## src/rtl/match_sequencer_if.sv

```systemverilog
// Game-flow bus between the match sequencer and its neighbours.
//
// Carries the menu/input-bridge controls into the sequencer and the
// ball strobes, scores and renderer flags out of it.
//   master : the match sequencer itself (drives flags, strobes, scores)
//   slave  : the surrounding logic (drives start/mode/point pulses)
//
// Signals:
//   start_trigger  one-cycle start/confirm pulse
//   mode_choice    menu selection, 2'b11 invalid
//   point_p1       one-cycle pulse: ball passed the P2 (right) goal
//   point_p2       one-cycle pulse: ball passed the P1 (left) goal
//   game_startup   high in MENU
//   play_active    high in PLAY
//   sq_shown       ball visible
//   ball_reset     one-cycle recentre strobe
//   ball_release   one-cycle launch strobe
//   serve_dir      0 = toward P2/right, 1 = toward P1/left
//   score_p1/2     4-bit scores
//   game_over      high in OVER
//   mode_latched   mode_choice captured at match start
interface match_sequencer_if;
  logic       start_trigger;
  logic [1:0] mode_choice;
  logic       point_p1;
  logic       point_p2;
  logic       game_startup;
  logic       play_active;
  logic       sq_shown;
  logic       ball_reset;
  logic       ball_release;
  logic       serve_dir;
  logic [3:0] score_p1;
  logic [3:0] score_p2;
  logic       game_over;
  logic [1:0] mode_latched;

  modport master (
    input  start_trigger, mode_choice, point_p1, point_p2,
    output game_startup, play_active, sq_shown, ball_reset, ball_release,
           serve_dir, score_p1, score_p2, game_over, mode_latched
  );

  modport slave (
    output start_trigger, mode_choice, point_p1, point_p2,
    input  game_startup, play_active, sq_shown, ball_reset, ball_release,
           serve_dir, score_p1, score_p2, game_over, mode_latched
  );
endinterface

```

## src/rtl/match_sequencer.sv

```systemverilog
// Pong match sequencer: MENU -> SERVE countdown -> PLAY -> SCORED pause,
// ending in OVER once a player reaches WIN_SCORE. Owns both scores and
// the serve direction, issues the ball recentre/release strobes and the
// renderer visibility/status flags. All outputs are registered.
//
// Ports:
//   clk_0  pixel clock, rising edge
//   rst    asynchronous, active-high reset
//   seq    game-flow bus (master side), see match_sequencer_if
//
// Parameters:
//   CLK_HZ          clock frequency; CYC_PER_MS = CLK_HZ/1000 (truncated)
//   SERVE_DELAY_MS  countdown before ball release (>= 1)
//   BLINK_MS        ball blink half-period in the countdown (>= 1)
//   POINT_PAUSE_MS  blank pause after a point (>= 1)
//   WIN_SCORE       score ending the match (1..15)
module match_sequencer #(
  parameter int unsigned CLK_HZ         = 25_175_000,
  parameter int unsigned SERVE_DELAY_MS = 1000,
  parameter int unsigned BLINK_MS       = 250,
  parameter int unsigned POINT_PAUSE_MS = 500,
  parameter int unsigned WIN_SCORE      = 7
) (
  input  logic              clk_0,
  input  logic              rst,
  match_sequencer_if.master seq
);

  localparam int unsigned CYC_PER_MS = CLK_HZ / 1000;
  localparam int unsigned PRE_W      = (CYC_PER_MS > 1) ? $clog2(CYC_PER_MS) : 1;

  localparam logic [PRE_W-1:0] PRE_LAST   = PRE_W'(CYC_PER_MS - 1);
  localparam logic [15:0]      SERVE_LAST = 16'(SERVE_DELAY_MS - 1);
  localparam logic [15:0]      BLINK_LAST = 16'(BLINK_MS - 1);
  localparam logic [15:0]      PAUSE_LAST = 16'(POINT_PAUSE_MS - 1);
  localparam logic [3:0]       WIN        = 4'(WIN_SCORE);

  typedef enum logic [2:0] {
    MENU,
    SERVE,
    PLAY,
    SCORED,
    OVER
  } state_t;

  state_t state;

  // Delay timer: prescaler divides to 1 ms, ms_cnt counts elapsed ms,
  // blink_cnt counts ms within the current blink half-period.
  logic [PRE_W-1:0] pre_cnt;
  logic [15:0]      ms_cnt;
  logic [15:0]      blink_cnt;
  logic [15:0]      delay_last;
  logic             timer_run;
  logic             ms_tick;
  logic             expire;
  logic             blink_tick;

  logic       game_startup_q;
  logic       play_active_q;
  logic       sq_shown_q;
  logic       ball_reset_q;
  logic       ball_release_q;
  logic       serve_dir_q;
  logic [3:0] score_p1_q;
  logic [3:0] score_p2_q;
  logic       game_over_q;
  logic [1:0] mode_latched_q;

  logic [3:0] score_p1_inc;
  logic [3:0] score_p2_inc;

  assign score_p1_inc = score_p1_q + 4'd1;
  assign score_p2_inc = score_p2_q + 4'd1;

  // Only SERVE and SCORED are timed; everywhere else the timer is held at
  // zero, so any entry into a timed state starts from a cleared count.
  always_comb begin
    timer_run  = 1'b0;
    delay_last = '0;
    unique case (state)
      SERVE: begin
        timer_run  = 1'b1;
        delay_last = SERVE_LAST;
      end
      SCORED: begin
        timer_run  = 1'b1;
        delay_last = PAUSE_LAST;
      end
      default: ;
    endcase
  end

  assign ms_tick    = (pre_cnt == PRE_LAST);
  // Fires on the edge that completes N*CYC_PER_MS cycles since entry.
  assign expire     = timer_run && ms_tick && (ms_cnt == delay_last);
  assign blink_tick = (state == SERVE) && ms_tick && (blink_cnt == BLINK_LAST);

  always_ff @(posedge clk_0 or posedge rst) begin
    if (rst) begin
      pre_cnt   <= '0;
      ms_cnt    <= '0;
      blink_cnt <= '0;
    end else if (!timer_run || expire) begin
      pre_cnt   <= '0;
      ms_cnt    <= '0;
      blink_cnt <= '0;
    end else begin
      if (ms_tick) begin
        pre_cnt <= '0;
        ms_cnt  <= ms_cnt + 16'd1;
      end else begin
        pre_cnt <= pre_cnt + 1'b1;
      end

      if (blink_tick) begin
        blink_cnt <= '0;
      end else if (ms_tick && state == SERVE) begin
        blink_cnt <= blink_cnt + 16'd1;
      end
    end
  end

  always_ff @(posedge clk_0 or posedge rst) begin
    if (rst) begin
      state          <= MENU;
      game_startup_q <= 1'b1;
      play_active_q  <= 1'b0;
      sq_shown_q     <= 1'b0;
      ball_reset_q   <= 1'b0;
      ball_release_q <= 1'b0;
      serve_dir_q    <= 1'b0;
      score_p1_q     <= '0;
      score_p2_q     <= '0;
      game_over_q    <= 1'b0;
      mode_latched_q <= '0;
    end else begin
      ball_reset_q   <= 1'b0;
      ball_release_q <= 1'b0;

      unique case (state)
        MENU: begin
          if (seq.start_trigger && seq.mode_choice != 2'b11) begin
            state          <= SERVE;
            mode_latched_q <= seq.mode_choice;
            score_p1_q     <= '0;
            score_p2_q     <= '0;
            serve_dir_q    <= 1'b0;
            game_startup_q <= 1'b0;
            ball_reset_q   <= 1'b1;
            sq_shown_q     <= 1'b1;
          end
        end

        SERVE: begin
          if (blink_tick) begin
            sq_shown_q <= ~sq_shown_q;
          end
          // The release edge overrides a coinciding blink toggle.
          if (expire) begin
            state          <= PLAY;
            ball_release_q <= 1'b1;
            sq_shown_q     <= 1'b1;
            play_active_q  <= 1'b1;
          end
        end

        PLAY: begin
          if (seq.point_p1 && seq.point_p2) begin
            // Void rally: replay the point without scoring.
            state         <= SCORED;
            play_active_q <= 1'b0;
            sq_shown_q    <= 1'b0;
          end else if (seq.point_p1) begin
            score_p1_q    <= score_p1_inc;
            serve_dir_q   <= 1'b0;
            play_active_q <= 1'b0;
            sq_shown_q    <= 1'b0;
            if (score_p1_inc == WIN) begin
              state       <= OVER;
              game_over_q <= 1'b1;
            end else begin
              state <= SCORED;
            end
          end else if (seq.point_p2) begin
            score_p2_q    <= score_p2_inc;
            serve_dir_q   <= 1'b1;
            play_active_q <= 1'b0;
            sq_shown_q    <= 1'b0;
            if (score_p2_inc == WIN) begin
              state       <= OVER;
              game_over_q <= 1'b1;
            end else begin
              state <= SCORED;
            end
          end
        end

        SCORED: begin
          if (expire) begin
            state        <= SERVE;
            ball_reset_q <= 1'b1;
            sq_shown_q   <= 1'b1;
          end
        end

        OVER: begin
          if (seq.start_trigger) begin
            state          <= MENU;
            score_p1_q     <= '0;
            score_p2_q     <= '0;
            game_over_q    <= 1'b0;
            game_startup_q <= 1'b1;
          end
        end

        default: state <= MENU;
      endcase
    end
  end

  assign seq.game_startup = game_startup_q;
  assign seq.play_active  = play_active_q;
  assign seq.sq_shown     = sq_shown_q;
  assign seq.ball_reset   = ball_reset_q;
  assign seq.ball_release = ball_release_q;
  assign seq.serve_dir    = serve_dir_q;
  assign seq.score_p1     = score_p1_q;
  assign seq.score_p2     = score_p2_q;
  assign seq.game_over    = game_over_q;
  assign seq.mode_latched = mode_latched_q;

endmodule
```

## src/flat_wrapper.sv

```systemverilog
// flat-port wrapper written by rule: the top's interface ports become plain ports
module match_sequencer_flat 
#(
  parameter int unsigned CLK_HZ         = 25_175_000,
  parameter int unsigned SERVE_DELAY_MS = 1000,
  parameter int unsigned BLINK_MS       = 250,
  parameter int unsigned POINT_PAUSE_MS = 500,
  parameter int unsigned WIN_SCORE      = 7
)
  (clk_0, rst, seq_start_trigger, seq_mode_choice, seq_point_p1, seq_point_p2, seq_game_startup, seq_play_active, seq_sq_shown, seq_ball_reset, seq_ball_release, seq_serve_dir, seq_score_p1, seq_score_p2, seq_game_over, seq_mode_latched);
  match_sequencer_if seq_i ();
  input  logic clk_0;
  input  logic rst;
  input wire logic [$bits(seq_i.start_trigger)-1:0] seq_start_trigger;
  input wire logic [$bits(seq_i.mode_choice)-1:0] seq_mode_choice;
  input wire logic [$bits(seq_i.point_p1)-1:0] seq_point_p1;
  input wire logic [$bits(seq_i.point_p2)-1:0] seq_point_p2;
  output wire logic [$bits(seq_i.game_startup)-1:0] seq_game_startup;
  output wire logic [$bits(seq_i.play_active)-1:0] seq_play_active;
  output wire logic [$bits(seq_i.sq_shown)-1:0] seq_sq_shown;
  output wire logic [$bits(seq_i.ball_reset)-1:0] seq_ball_reset;
  output wire logic [$bits(seq_i.ball_release)-1:0] seq_ball_release;
  output wire logic [$bits(seq_i.serve_dir)-1:0] seq_serve_dir;
  output wire logic [$bits(seq_i.score_p1)-1:0] seq_score_p1;
  output wire logic [$bits(seq_i.score_p2)-1:0] seq_score_p2;
  output wire logic [$bits(seq_i.game_over)-1:0] seq_game_over;
  output wire logic [$bits(seq_i.mode_latched)-1:0] seq_mode_latched;
  assign seq_i.start_trigger = seq_start_trigger;
  assign seq_i.mode_choice = seq_mode_choice;
  assign seq_i.point_p1 = seq_point_p1;
  assign seq_i.point_p2 = seq_point_p2;
  assign seq_game_startup = seq_i.game_startup;
  assign seq_play_active = seq_i.play_active;
  assign seq_sq_shown = seq_i.sq_shown;
  assign seq_ball_reset = seq_i.ball_reset;
  assign seq_ball_release = seq_i.ball_release;
  assign seq_serve_dir = seq_i.serve_dir;
  assign seq_score_p1 = seq_i.score_p1;
  assign seq_score_p2 = seq_i.score_p2;
  assign seq_game_over = seq_i.game_over;
  assign seq_mode_latched = seq_i.mode_latched;
  match_sequencer #(.CLK_HZ(CLK_HZ), .SERVE_DELAY_MS(SERVE_DELAY_MS), .BLINK_MS(BLINK_MS), .POINT_PAUSE_MS(POINT_PAUSE_MS), .WIN_SCORE(WIN_SCORE)) u_core (.clk_0(clk_0), .rst(rst), .seq(seq_i));
endmodule
```

## config.mk

```make
export PLATFORM = sky130hd
export DESIGN_NAME = match_sequencer_flat
export DESIGN_NICKNAME = d
export VERILOG_FILES = /design/src/rtl/match_sequencer_if.sv /design/src/rtl/match_sequencer.sv /design/src/flat_wrapper.sv
export SDC_FILE = /design/constraint.sdc
export NUM_CORES = 1
export LEC_CHECK = 0
export BUFFER_PORTS_ARGS = -buffer_cell sky130_fd_sc_hd__buf_2
export CORE_ASPECT_RATIO = 2
export CORE_MARGIN = 4
export CORE_UTILIZATION = 50
export CTS_CLUSTER_SIZE = 30
export DETAILED_ROUTE_END_ITERATION = 10
export GPL_ROUTABILITY_DRIVEN = 0
export PLACE_DENSITY = 0.71
export SYNTH_ARGS = -nofsm -noshare
export SYNTH_HDL_FRONTEND = slang
export SYNTH_SLANG_ARGS = --single-unit
```

## constraint.sdc

```tcl
create_clock -name clk_0 -period 3.4 [get_ports clk_0]
set_input_delay 0.17 -clock clk_0 [delete_from_list [all_inputs] [get_ports clk_0]]
set_output_delay 0.17 -clock clk_0 [all_outputs]
set_load 0.05 [all_outputs]
```

==> results summary, run 1 <==
The most instantiated flip-flop cell in the synthesis netlist is sky130_fd_sc_hd__dfrtp_1. On the critical path the largest part of the delay comes from simple AND/OR/NAND/NOR gates. The post-synthesis net count is between 400 and 500. Counting flops with a built-in enable in the synthesized netlist gives 0. The critical path's largest stage delay came out at approximately 0.50 ns.

The worst-case clock buffer depth is 2. In this run, the clock network consumes approximately a third of the power. The area growth from synthesis to final layout came out at 12.5%. The gate count after technology mapping came out at between 300 and 400. The initial antenna violation count came out at 0. The number of buffers and inverters on the critical path is 1. The total number of yosys warnings is 0. Summed over all cells, the static leakage comes to around 1.9 nW. The global router's overall resource usage is between 20% and 30%. The fraction of registers with async set or reset after synthesis is 100%. The total overflow reported by the global router came out at 0.

Leaving out fill and tap cells, the most frequent cells in the layout are sky130_fd_sc_hd__dfrtp_1, sky130_fd_sc_hd__nor2_1, sky130_fd_sc_hd__xor2_1. The fraction of power spent switching nets came out at between 30% and 40%. The final worst clock skew came out at around 0.0094 ns.

The hold buffer count at cts came out at 0. The final route contains a little under 3000 vias. The startpoint identified for the worst register-to-register timing path is u_core.pre_cnt[0]$_DFF_PP0_. The fraction of layout cells with a size suffix above 1 came out at between 10% and 20%. The mean routed wirelength per cell came out at approximately 15 um. The share of the cycle needed by the critical path after routing came out at between 70 and 80%. The count of nets left with antenna violations once routing finished came out at 0. The count of fill cells added during filler insertion is between 600 and 700. The combinational fraction of design power came out at 25.5%. The via count of the first global-routing pass came to ~3000. The sequential element share of the synthesized area is a little under half.

The most critical setup path has its startpoint at u_core.pre_cnt[0]$_DFF_PP0_. The maximum number of pins on one net before global-route repair is 48. At the worst endpoint, the arrival time is ~2.7 ns.

The total of cells resized after clock tree synthesis is 0. The starting density of the core is 51.9%. The die is 68.2 um wide. The wire-length estimate of the detail-placed layout is 5.66 mm. The headroom to the max-slew limit came out at between 30 and 40%. The transition time at the pin with the least slew margin is between 0.9 and 1 ns.

The power density of the placed cells is 623 mW/mm^2. The row count is 43. The net count reported at finish came out at 428. STA classifies the critical path endpoint as a flop. The tool flagged a number of max-cap violations equal to 0.

The net switching power of the design is 901 uW. The number of pins with negative max-slew slack in the final report is 0. The sequential fraction of design power came out at between 40% and 50%. The CTS buffer count is 9. In the routed layout, each cell is associated on average with a via count of between 5 and 6. Leaving out fill and tap cells, the most frequent cell in the layout is sky130_fd_sc_hd__dfrtp_1. The critical path in this run is classified as flop to flop. The run finished with clean final reports. The core area is 0.00699 sq mm. The height of the die came out at roughly 130 um. The routed wire length is approximately 7.7 mm. The fraction of synthesized cell area taken by the top area cell type is 45.5%. The total number of H-tree levels came out at 3. The register bit total from synthesis came out at 67.

Setup slack on the critical path of the routed design comes to just over 0.9 ns. The combined area of all synthesized cells is between 0.003 and 0.004 sq mm. For this design, the slowest cell found on the critical path is sky130_fd_sc_hd__and4_1. The post-synthesis area per instance is ~9.4 sq um. The clock insertion delay at the later pin of the skew report came out at roughly 0.33 ns.

The die area is roughly 0.009 sq mm. The hold violation total from the final report is 0. Synthesis instantiated 56 different standard cells from the library. The wire length of the first global-routing pass is around 14 mm.

The highest achievable clock rate is about 400 MHz. Ranked by total cell area, the synthesized netlist is headed by sky130_fd_sc_hd__dfrtp_1, sky130_fd_sc_hd__xor2_1, sky130_fd_sc_hd__nor2_1, sky130_fd_sc_hd__xnor2_1, sky130_fd_sc_hd__ha_1. The clock-pin slew on the worst setup and hold paths came out at 0.05 ns.

The min-delay analysis places its worst path in the category input pin to asynchronous set/reset pin. The worst setup slack before clock tree synthesis came out at 0.938 ns. Of all cell types, the one taking the most synthesized area is sky130_fd_sc_hd__dfrtp_1. The remaining design rule violation count came out at 0.

Walking the worst path, the cells encountered are inv_1, ha_1, nor4bb_1, and4_1, nand4_1, or3_1, a21oi_1. The category of the worst setup path launch point is a flop. IR analysis of the VDD net gives a maximum drop of 0.528 mV. The clock net in this run drives a total of 67 sinks. The final count of negative-setup-slack endpoints came out at 0. The detailed-router iteration count before antenna repair came out at 4. Setup total negative slack on the finished layout was measured at 0 ns.

In this run the count of I/O pins placed on the die edge is 24. Data on the critical path is required at its endpoint by around 3.7 ns. The worst path in the final design needs a cycle of 2.48 ns, including I/O delays and setup. The tree is rooted in a sky130_fd_sc_hd__clkbuf_16. The antenna cell count is 0. The first-iteration detailed-routing DRC count came out at roughly 220. TritonCTS built the clock tree. Setup repair after global routing left no endpoint under its margin.

The number of buffer cells added on primary ports is 23. The buffer count from post-CTS setup fixing came out at 0. The worst-path maximum fanout came out at 12. The internal power component is between 1.5 and 2 mW.
==> registers in the layout, indices dropped and copies added (netlist names), 2 cells and up <==
name and count:
u_core.blink_cnt 16, u_core.ms_cnt 16, u_core.pre_cnt 15, u_core.seq.score_p1 4, u_core.seq.score_p2 4, u_core.state 3
u_core.seq.mode_latched 2
==> path summary, 6_finish.rpt <==
check | slack (ns) | cells after the start | to
setup / recovery | 0.92 | 7 | u_core.ms_cnt[7]$_DFFE_PP0P_
hold / removal | 0.06 | 2 | u_core.seq.game_over$_DFFE_PP0P_
setup reg to reg | 0.92 | 7 | u_core.ms_cnt[7]$_DFFE_PP0P_
hold reg to reg | 0.50 | 1 | u_core.pre_cnt[0]$_DFF_PP0_
max in group asynchronous | 2.60 | 3 | u_core.ms_cnt[5]$_DFFE_PP0P_
min in group clk_0 | 0.09 | 2 | u_core.state[2]$_DFFE_PP0P_
==> area by class of cell <==
| type | instances | area (sq um) | area share, % |
|---|---|---|---|
| clock buffers | 12 | 256 | 6.28 |
| clock inverters | 2 | 12.5 | 0.306 |
| inverters | 14 | 52.6 | 1.29 |
| multi-input cells | 293 | 1830 | 44.7 |
| flip-flops and latches | 67 | 1680 | 41.1 |
| well taps | 90 | 113 | 2.76 |
| repair buffers | 27 | 145 | 3.55 |
==> cell usage after synthesis (2+ instances only) <==
cell	n
sky130_fd_sc_hd__nor4_1	3
sky130_fd_sc_hd__clkbuf_1	8
sky130_fd_sc_hd__inv_1	14
sky130_fd_sc_hd__nor4b_1	2
sky130_fd_sc_hd__o22ai_1	5
sky130_fd_sc_hd__a31o_2	2
sky130_fd_sc_hd__xnor2_1	15
sky130_fd_sc_hd__mux2_2	2
sky130_fd_sc_hd__nand3b_1	2
sky130_fd_sc_hd__nor3_1	3
sky130_fd_sc_hd__nor2_2	3
sky130_fd_sc_hd__dfrtp_1	66
sky130_fd_sc_hd__nor2_1	64
sky130_fd_sc_hd__buf_2	3
sky130_fd_sc_hd__or3_1	4
sky130_fd_sc_hd__and4_1	2
sky130_fd_sc_hd__o21ai_0	14
sky130_fd_sc_hd__o2111ai_1	3
sky130_fd_sc_hd__buf_4	2
sky130_fd_sc_hd__a21oi_1	16
sky130_fd_sc_hd__ha_1	9
sky130_fd_sc_hd__nand3_1	20
sky130_fd_sc_hd__and3_1	10
sky130_fd_sc_hd__and2_1	5
sky130_fd_sc_hd__nor2b_1	4
sky130_fd_sc_hd__o211ai_1	8
sky130_fd_sc_hd__nand2_1	28
sky130_fd_sc_hd__o21ai_1	3
sky130_fd_sc_hd__nand2b_1	3
sky130_fd_sc_hd__xor2_1	29
sky130_fd_sc_hd__nand4_1	11
==> cell families after synthesis <==
group | synth area share, %
simple gates | 24.9
flops | 46.2
compound gates | 10.8
xor+xnor | 10.6
buf+inv | 3.41
fa+ha+maj | 3.10
mux | 0.931
==> worst register-to-register path: cells and delay by family, from the launching register on <==
family                     cells  cell delay [ns]
and+or+nand+nor                4             1.61
buffers and inverters          1             0.08
adders and majority gates      1             0.14
DFF                            1             0.41
AOI/OAI and AO/OA              1             0.15
==> stage by stage <==
step / area [sq um] / hold WS, ns / utilization (%) / total power, mW / instances
2_1_floorplan: 3630 / 0.279 / - / 1.55 / 388
3_3_place_gp: 3820 / 0.420 / 54.6 / 1.69 / 491
3_5_place_dp: 3820 / 0.428 / 54.6 / 1.72 / 491
4_1_cts: 4090 / 0.0810 / 58.4 / 2.57 / 505
5_1_grt: 4090 / 0.0940 / 58.4 / 2.69 / 505
6_report: 4090 / 0.0641 / 58.4 / 2.54 / 505
==> metal layers <==
metal / track usage, % / routed length (um) / vias up
li1: - / - / 1395
met1: 21.2 / 2920 / 1423
met2: 36.1 / 4300 / 54
met3: 4.98 / 203 / 18
met4: 10.8 / 271 / 0
met5: 0 / 0 / -
==> power groups by stage <==
stage	sequential, mW	clock (mW)	combinational, mW
after floorplan	1.24	0	0.304
after global placement	1.05	0	0.637
after detailed placement	1.06	0	0.657
after CTS	1.05	0.862	0.659
after global routing	1.07	0.899	0.727
final	1.05	0.846	0.650
(Power assumes the default switching activity.)
==> run 2, diff against run 1 <==
==> constraint.sdc (replaced) <==
create_clock -name clk_0 -period 2.6 [get_ports clk_0]
set_input_delay 0.13 -clock clk_0 [delete_from_list [all_inputs] [get_ports clk_0]]
set_output_delay 0.13 -clock clk_0 [all_outputs]
set_load 0.05 [all_outputs]
==> results summary, run 2 (synthesized netlist as in run 1, its figures left out) <==
The run finished with clean final reports. The worst endpoint data arrival time came out at approximately 2.6 ns. The clock insertion delay at the later pin of the skew report is 0.33 ns. The worst vdd rail ir drop came out at around 0.55 mV. The launching instance or port of the critical path is u_core.pre_cnt[11]$_DFF_PP0_. The category of the worst setup path launch point is a flop. The placed standard-cell area is around 0.0038 sq mm. The worst setup path endpoint is u_core.blink_cnt[2]$_DFFE_PP0P_. The via count of the first global-routing pass came out at slightly above 3000. The critical path is of the flop to flop type. The max-capacitance violation count came out at 0. The first TritonRoute pass finished after 4 iterations. The number of pins with negative max-slew slack in the final report came to 0.

Traced cell by cell, the critical path runs through nor4b_1, and4_1, buf_4, nand2_1, or4b_1, a21oi_1. The power density of the placed cells came out at just over 800 mW/mm^2. The share of the cycle needed by the critical path after routing is about 89%.

The highest achievable clock rate is roughly 430 MHz. The final count of negative-setup-slack endpoints is 0. The residual antenna-violating net count after detailed routing is 0. The final critical-path required period came out at 2.31 ns. The CTS buffer count is 9. The headroom to the max-slew limit is 43.9%. The CTS tree is done. The post-layout utilization of the core is roughly 59%. The starting density of the core is approximately half. The fraction of layout cells with a size suffix above 1 came out at between 10% and 20%. The library cells used most frequently in the layout, excluding fill and tap cells, are sky130_fd_sc_hd__dfrtp_1, sky130_fd_sc_hd__nor2_1, sky130_fd_sc_hd__xor2_1. Summed over all failing endpoints, the final setup total negative slack is 0 ns.

Once detailed placement completed, the half-perimeter wirelength came to between 5 and 6 mm. The remaining design rule violation count came out at 0. The final worst clock skew came out at 0.00816 ns. The library cell used most frequently in the layout, excluding fill and tap cells, is sky130_fd_sc_hd__dfrtp_1. The root cell of the clock tree is sky130_fd_sc_hd__clkbuf_16. The hold buffer count at cts is 0. During placement, the flow inserted port buffers numbering 23. The die area came out at 0.00877 sq mm.

The total of cells resized after clock tree synthesis came out at 0. The hold violation total from the final report is 0. In this run the worst path has a maximum fanout of 10.

The clock-pin slew on the worst setup and hold paths came out at 0.05 ns. The antenna cell count is 0. The leakage power total is 1.93 nW. The flop-to-flop setup slack is roughly 0.29 ns. The final instance area came out at ~0.0041 sq mm. The width of the chip is just under 70 um.

The clock tree synthesis step divided the H-tree into 3 levels. The buffer count from post-CTS setup fixing is 0. Fill cells in the final layout number around 630.

The final worst setup slack came out at 0.293 ns. The capture instance of the worst register-to-register path is u_core.blink_cnt[2]$_DFFE_PP0P_. The mean routed wirelength per cell came out at ~15 um. Entering global routing, the biggest net connects a little under 70 pins.

The worst-case clock buffer depth is 2. The number of clock sinks is 67. The row count is between 40 and 50. For this run, the total global-route usage over all layers was measured as 20.7%.

The overall power consumption came out at about 3.4 mW. In this run the critical register-to-register path is launched from u_core.pre_cnt[11]$_DFF_PP0_. The initial antenna violation count came to 0. The detailed-route vias per instance came out at 5.66. The worst setup path is captured at a flop. The transition time at the pin with the least slew margin came out at 0.841 ns.

The worst setup slack before clock tree synthesis is approximately 0.38 ns. In the final design database the tool counted roughly 430 nets. The area growth from synthesis to final layout came out at 13.9%.

The worst hold slack across all endpoints came out at ~0.039 ns. The core area is between 0.006 and 0.007 sq mm. The cell count of the worst reg-to-reg path came out at 6. The largest registers in the layout are u_core.blink_cnt: 16 flops, u_core.ms_cnt: 16 flops, u_core.pre_cnt: 15 flops.

The routed wire length came out at between 7 and 8 mm. Including well taps, the total number of placed cells is between 400 and 500. Setup repair after global routing left no endpoint under its margin.

The slowest stage of the critical path belongs to the cell sky130_fd_sc_hd__nor4b_1. The number of ports placed on the die boundary came out at 24. In this design, the stage delay of the slowest critical-path cell is 0.58 ns. After the flow finishes, the layout carries non-filler instances totaling 510.

The wire length of the first global-routing pass is ~14 mm. The path class of the tightest hold or removal check is input pin to asynchronous set/reset pin. The first-iteration detailed-routing DRC count is 220.

Global routing finished with a remaining overflow of 0. The routed layout has between 2000 and 3000 vias. The die is between 100 and 150 um tall. The critical path required time came out at 2.86 ns.
==> run 2: cell count changes in the layout (fill, tap and decap cells not counted), sizes merged <==
cell / before / now
buf: 27 / 30
clkinv: 1 / 3
bufinv: 0 / 1
clkbuf: 12 / 11
==> run 2: worst min-delay path by stage <==
stage / from / to / depth (start not counted)
6_report: rst / u_core.pre_cnt[9]$_DFF_PP0_ / 3
3_3_place_gp: seq_mode_choice[0] / u_core.seq.mode_latched[0]$_DFFE_PP0P_ / 2
2_1_floorplan: seq_start_trigger / u_core.state[2]$_DFFE_PP0P_ / 1
4_1_cts: seq_mode_choice[0] / u_core.seq.mode_latched[0]$_DFFE_PP0P_ / 2
3_5_place_dp: seq_mode_choice[0] / u_core.seq.mode_latched[0]$_DFFE_PP0P_ / 2
5_1_grt: seq_mode_choice[1] / u_core.seq.mode_latched[1]$_DFFE_PP0P_ / 2
==> run 2: layer usage <==
layer	vias up	part of all wire [%]	global-route usage (%)
li1	1408	-	-
met2	59	56	36.9
met5	-	0	0
met4	0	2.8	12.9
met1	1405	38	21.4
met3	16	3.1	3.14
==> run 2: area by class of cell <==
cell class | count | area (sq um) | share of cell area (%)
timing repair buffer | 30 | 168 | 4.06
multi-input combinational | 293 | 1830 | 44.2
clock inverter | 5 | 52.6 | 1.27
tap | 90 | 113 | 2.72
sequential | 67 | 1680 | 40.6
clock buffer | 11 | 243 | 5.87
inverter | 14 | 52.6 | 1.27
==> run 2: worst max-delay path, delay by kind of cell, from the launching register on <==
family,cells,cell delay (ns)
AND/OR/NAND/NOR,4,1.49
flip-flops,1,0.40
AO/OA/AOI/OAI,1,0.15
buffers and inverters,1,0.19
==> run 2: power breakdown <==
group	switching, mW	internal [mW]
clock	0.446	0.763
sequential	0.144	1.20
combinational	0.609	0.275
==> run 3, diff against run 2 <==
==> constraint.sdc (replaced) <==
create_clock -name clk_0 -period 2.6 [get_ports clk_0]
set_input_delay 0.52 -clock clk_0 [delete_from_list [all_inputs] [get_ports clk_0]]
set_output_delay 0.52 -clock clk_0 [all_outputs]
set_load 0.05 [all_outputs]
==> results summary, run 3 (synthesized netlist as in run 1, its figures left out) <==
The flow ran to the end, and the final reports show no timing, DRC or antenna violations. The flop-to-flop setup slack came out at ~0.38 ns. The clock network fraction of design power came out at between 30 and 40%. The initial antenna violation count came out at 0. The remaining design rule violation count is 0. The number of buffer cells added on primary ports is 23.

The total overflow reported by the global router is 0. The sequential cells in the finished layout cover a total of ~0.0017 sq mm. Leaving out fill and tap cells, the most frequent cell in the layout is sky130_fd_sc_hd__dfrtp_1. The global router's overall resource usage is just over 20%. The accumulated negative setup slack is 0 ns. The buffer count from post-CTS setup fixing came out at 0.

The detailed-route vias per instance came out at ~5.7. The worst pin sits at a relative slew slack of 67.6%. The hold violation total from the final report came out at 0. The worst hold path belongs to the class input pin to asynchronous set/reset pin. The worst vdd rail ir drop is 0.574 mV. STA classifies the critical path startpoint as a flop. The starting density of the core came out at a little over 50%.

Setup repair after global routing left no endpoint under its margin. Dividing the detail-routed wire length by the instance count gives between 15 and 20 um. Static timing analysis puts the maximum clock frequency at between 400 and 500 MHz.

The fraction of layout cells with a size suffix above 1 came out at roughly 14%. The fraction of power spent switching nets came out at 33.1%. The first-iteration detailed-routing DRC count is 150. The post-layout utilization of the core came out at between 50% and 60%. The number of pins with negative max-slew slack in the final report was 0.

The worst-path maximum fanout came out at 10. The floorplan has 43 rows. In this run, CTS created clock tree buffers numbering 9.

The clock-pin slew on the worst setup and hold paths came out at 0.05 ns. The sequential fraction of design power came out at approximately 38%. TritonCTS built the clock tree. The number of ports placed on the die boundary came out at 24. The combinational fraction of design power is 25.1%.

The via count came out at ~2900. The worst endpoint data arrival time came out at ~2.5 ns. Counting I/O delays and the setup requirement, the final critical path takes roughly 2.2 ns. The cell sitting at the root of the clock tree is a sky130_fd_sc_hd__clkbuf_16.

The wire length of the first global-routing pass is about 14 mm. The final worst clock skew came out at around 0.0074 ns. The worst-case clock buffer depth came out at 2. The repair_antennas step left the layout with diodes totalling 0. The final HPWL from detailed placement is around 5.5 mm. The die covers around 0.0088 sq mm.

The area growth from synthesis to final layout came out at 15.2%. The via count of the first global-routing pass is between 2000 and 3000. The net switching power of the design is about 1.2 mW. The first detailed-routing pass ran for 4 iterations. The critical path required time came out at 2.86 ns. The startpoint identified for the worst register-to-register timing path is u_core.pre_cnt[0]$_DFF_PP0_.

The cell count of the worst reg-to-reg path came out at 8. The share of the cycle needed by the critical path after routing is 85.4%. The final count of negative-setup-slack endpoints came out at 0. The maximum number of pins on one net before global-route repair came out at 68. The total of cells resized after clock tree synthesis is 0.

The residual antenna-violating net count after detailed routing is 0. The total number of H-tree levels came out at 3. The clock insertion delay at the later pin of the skew report is roughly 0.33 ns. The core area is 0.00699 sq mm. The endpoint identified for the worst register-to-register timing path is u_core.blink_cnt[2]$_DFFE_PP0P_. The library cells used most frequently in the layout, excluding fill and tap cells, are sky130_fd_sc_hd__dfrtp_1, sky130_fd_sc_hd__nor2_1, sky130_fd_sc_hd__xor2_1. Clock tree synthesis found a total of 67 sinks.

For this design the static power due to leakage is between 1.5 and 2 nW. The area of the multi-input gates came out at around 0.0018 sq mm. Buffers inserted to repair hold after CTS numbered 0.

Counting the fill cells in the layout gives 620. The max-capacitance violation count came out at 0. The type of the setup path with the least slack is flop to flop.

The height of the die is around 130 um. The internal power of the cells totals 2.36 mW. The routed wire length is a little under 8 mm. In the final layout, the registers with the most flip-flops are u_core.blink_cnt: 16 flops, u_core.ms_cnt: 16 flops, u_core.pre_cnt: 15 flops. For this design the ratio of total power to cell area is around 850 mW/mm^2.

After the last flow step, the layout net total stands at approximately 430. The transition time at the pin with the least slew margin is between 0.4 and 0.5 ns. The category of the worst setup path capture point is a flop.

The width of the chip is approximately 68 um.
run 3: worst max path at each step:
stage,slack [ns],cells after the start,end,from
after floorplan,0.40,1,u_core.blink_cnt[0]$_DFFE_PP0P_,rst
after global placement,0.44,8,u_core.ms_cnt[15]$_DFFE_PP0P_,u_core.pre_cnt[0]$_DFF_PP0_
after detailed placement,0.39,8,u_core.blink_cnt[2]$_DFFE_PP0P_,u_core.pre_cnt[0]$_DFF_PP0_
after CTS,0.37,8,u_core.blink_cnt[2]$_DFFE_PP0P_,u_core.pre_cnt[0]$_DFF_PP0_
after global routing,0.25,8,u_core.ms_cnt[15]$_DFFE_PP0P_,u_core.pre_cnt[0]$_DFF_PP0_
final,0.38,8,u_core.blink_cnt[2]$_DFFE_PP0P_,u_core.pre_cnt[0]$_DFF_PP0_
run 3: routing by layer:
metal	up-vias	routed length, um	track usage, %
met3	18	182	3.58
li1	1406	-	-
met5	-	0	0
met1	1431	2960	21.1
met4	0	255	12.9
met2	37	4430	37.1
run 3: power by group through the flow:
| stage | sequential, mW | clock, mW | combinational (mW) |
|---|---|---|---|
| 5_1_grt | 1.37 | 1.39 | 0.974 |
| 6_report | 1.34 | 1.31 | 0.886 |
| 4_1_cts | 1.34 | 1.35 | 0.892 |
| 2_1_floorplan | 1.63 | 0 | 0.397 |
| 3_3_place_gp | 1.35 | 0 | 0.874 |
| 3_5_place_dp | 1.36 | 0 | 0.887 |
run 3: stage by stage:
stage               setup WS, ns  cell area, sq um  power [mW]  hold slack, ns  cells
detailed placement         0.393              3850        2.24           0.481    494
finish                     0.381              4180        3.53           0.264    510
CTS                        0.374              4180        3.58           0.275    510
floorplan                  0.398              3630        2.02           0.455    388
global placement           0.444              3850        2.22           0.476    494
global route               0.249              4180        3.73           0.300    510
run 3: area by class of cell:
type	instances	area share (%)
tap	90	2.69
inverter	14	1.26
clock inverter	4	1.74
clock buffer	12	6.14
timing repair buffer	30	4.31
sequential	67	40.1
multi-input combinational	293	43.7
run 3: worst max-delay path, cell delays in order, from the launching register on:
cell	delay, ns
sky130_fd_sc_hd__dfrtp_1	0.40
sky130_fd_sc_hd__inv_1	0.07
sky130_fd_sc_hd__ha_1	0.13
sky130_fd_sc_hd__nor4bb_1	0.32
sky130_fd_sc_hd__and4_1	0.29
sky130_fd_sc_hd__buf_4	0.18
sky130_fd_sc_hd__nand2_1	0.10
sky130_fd_sc_hd__or4b_1	0.50
sky130_fd_sc_hd__a21oi_1	0.15
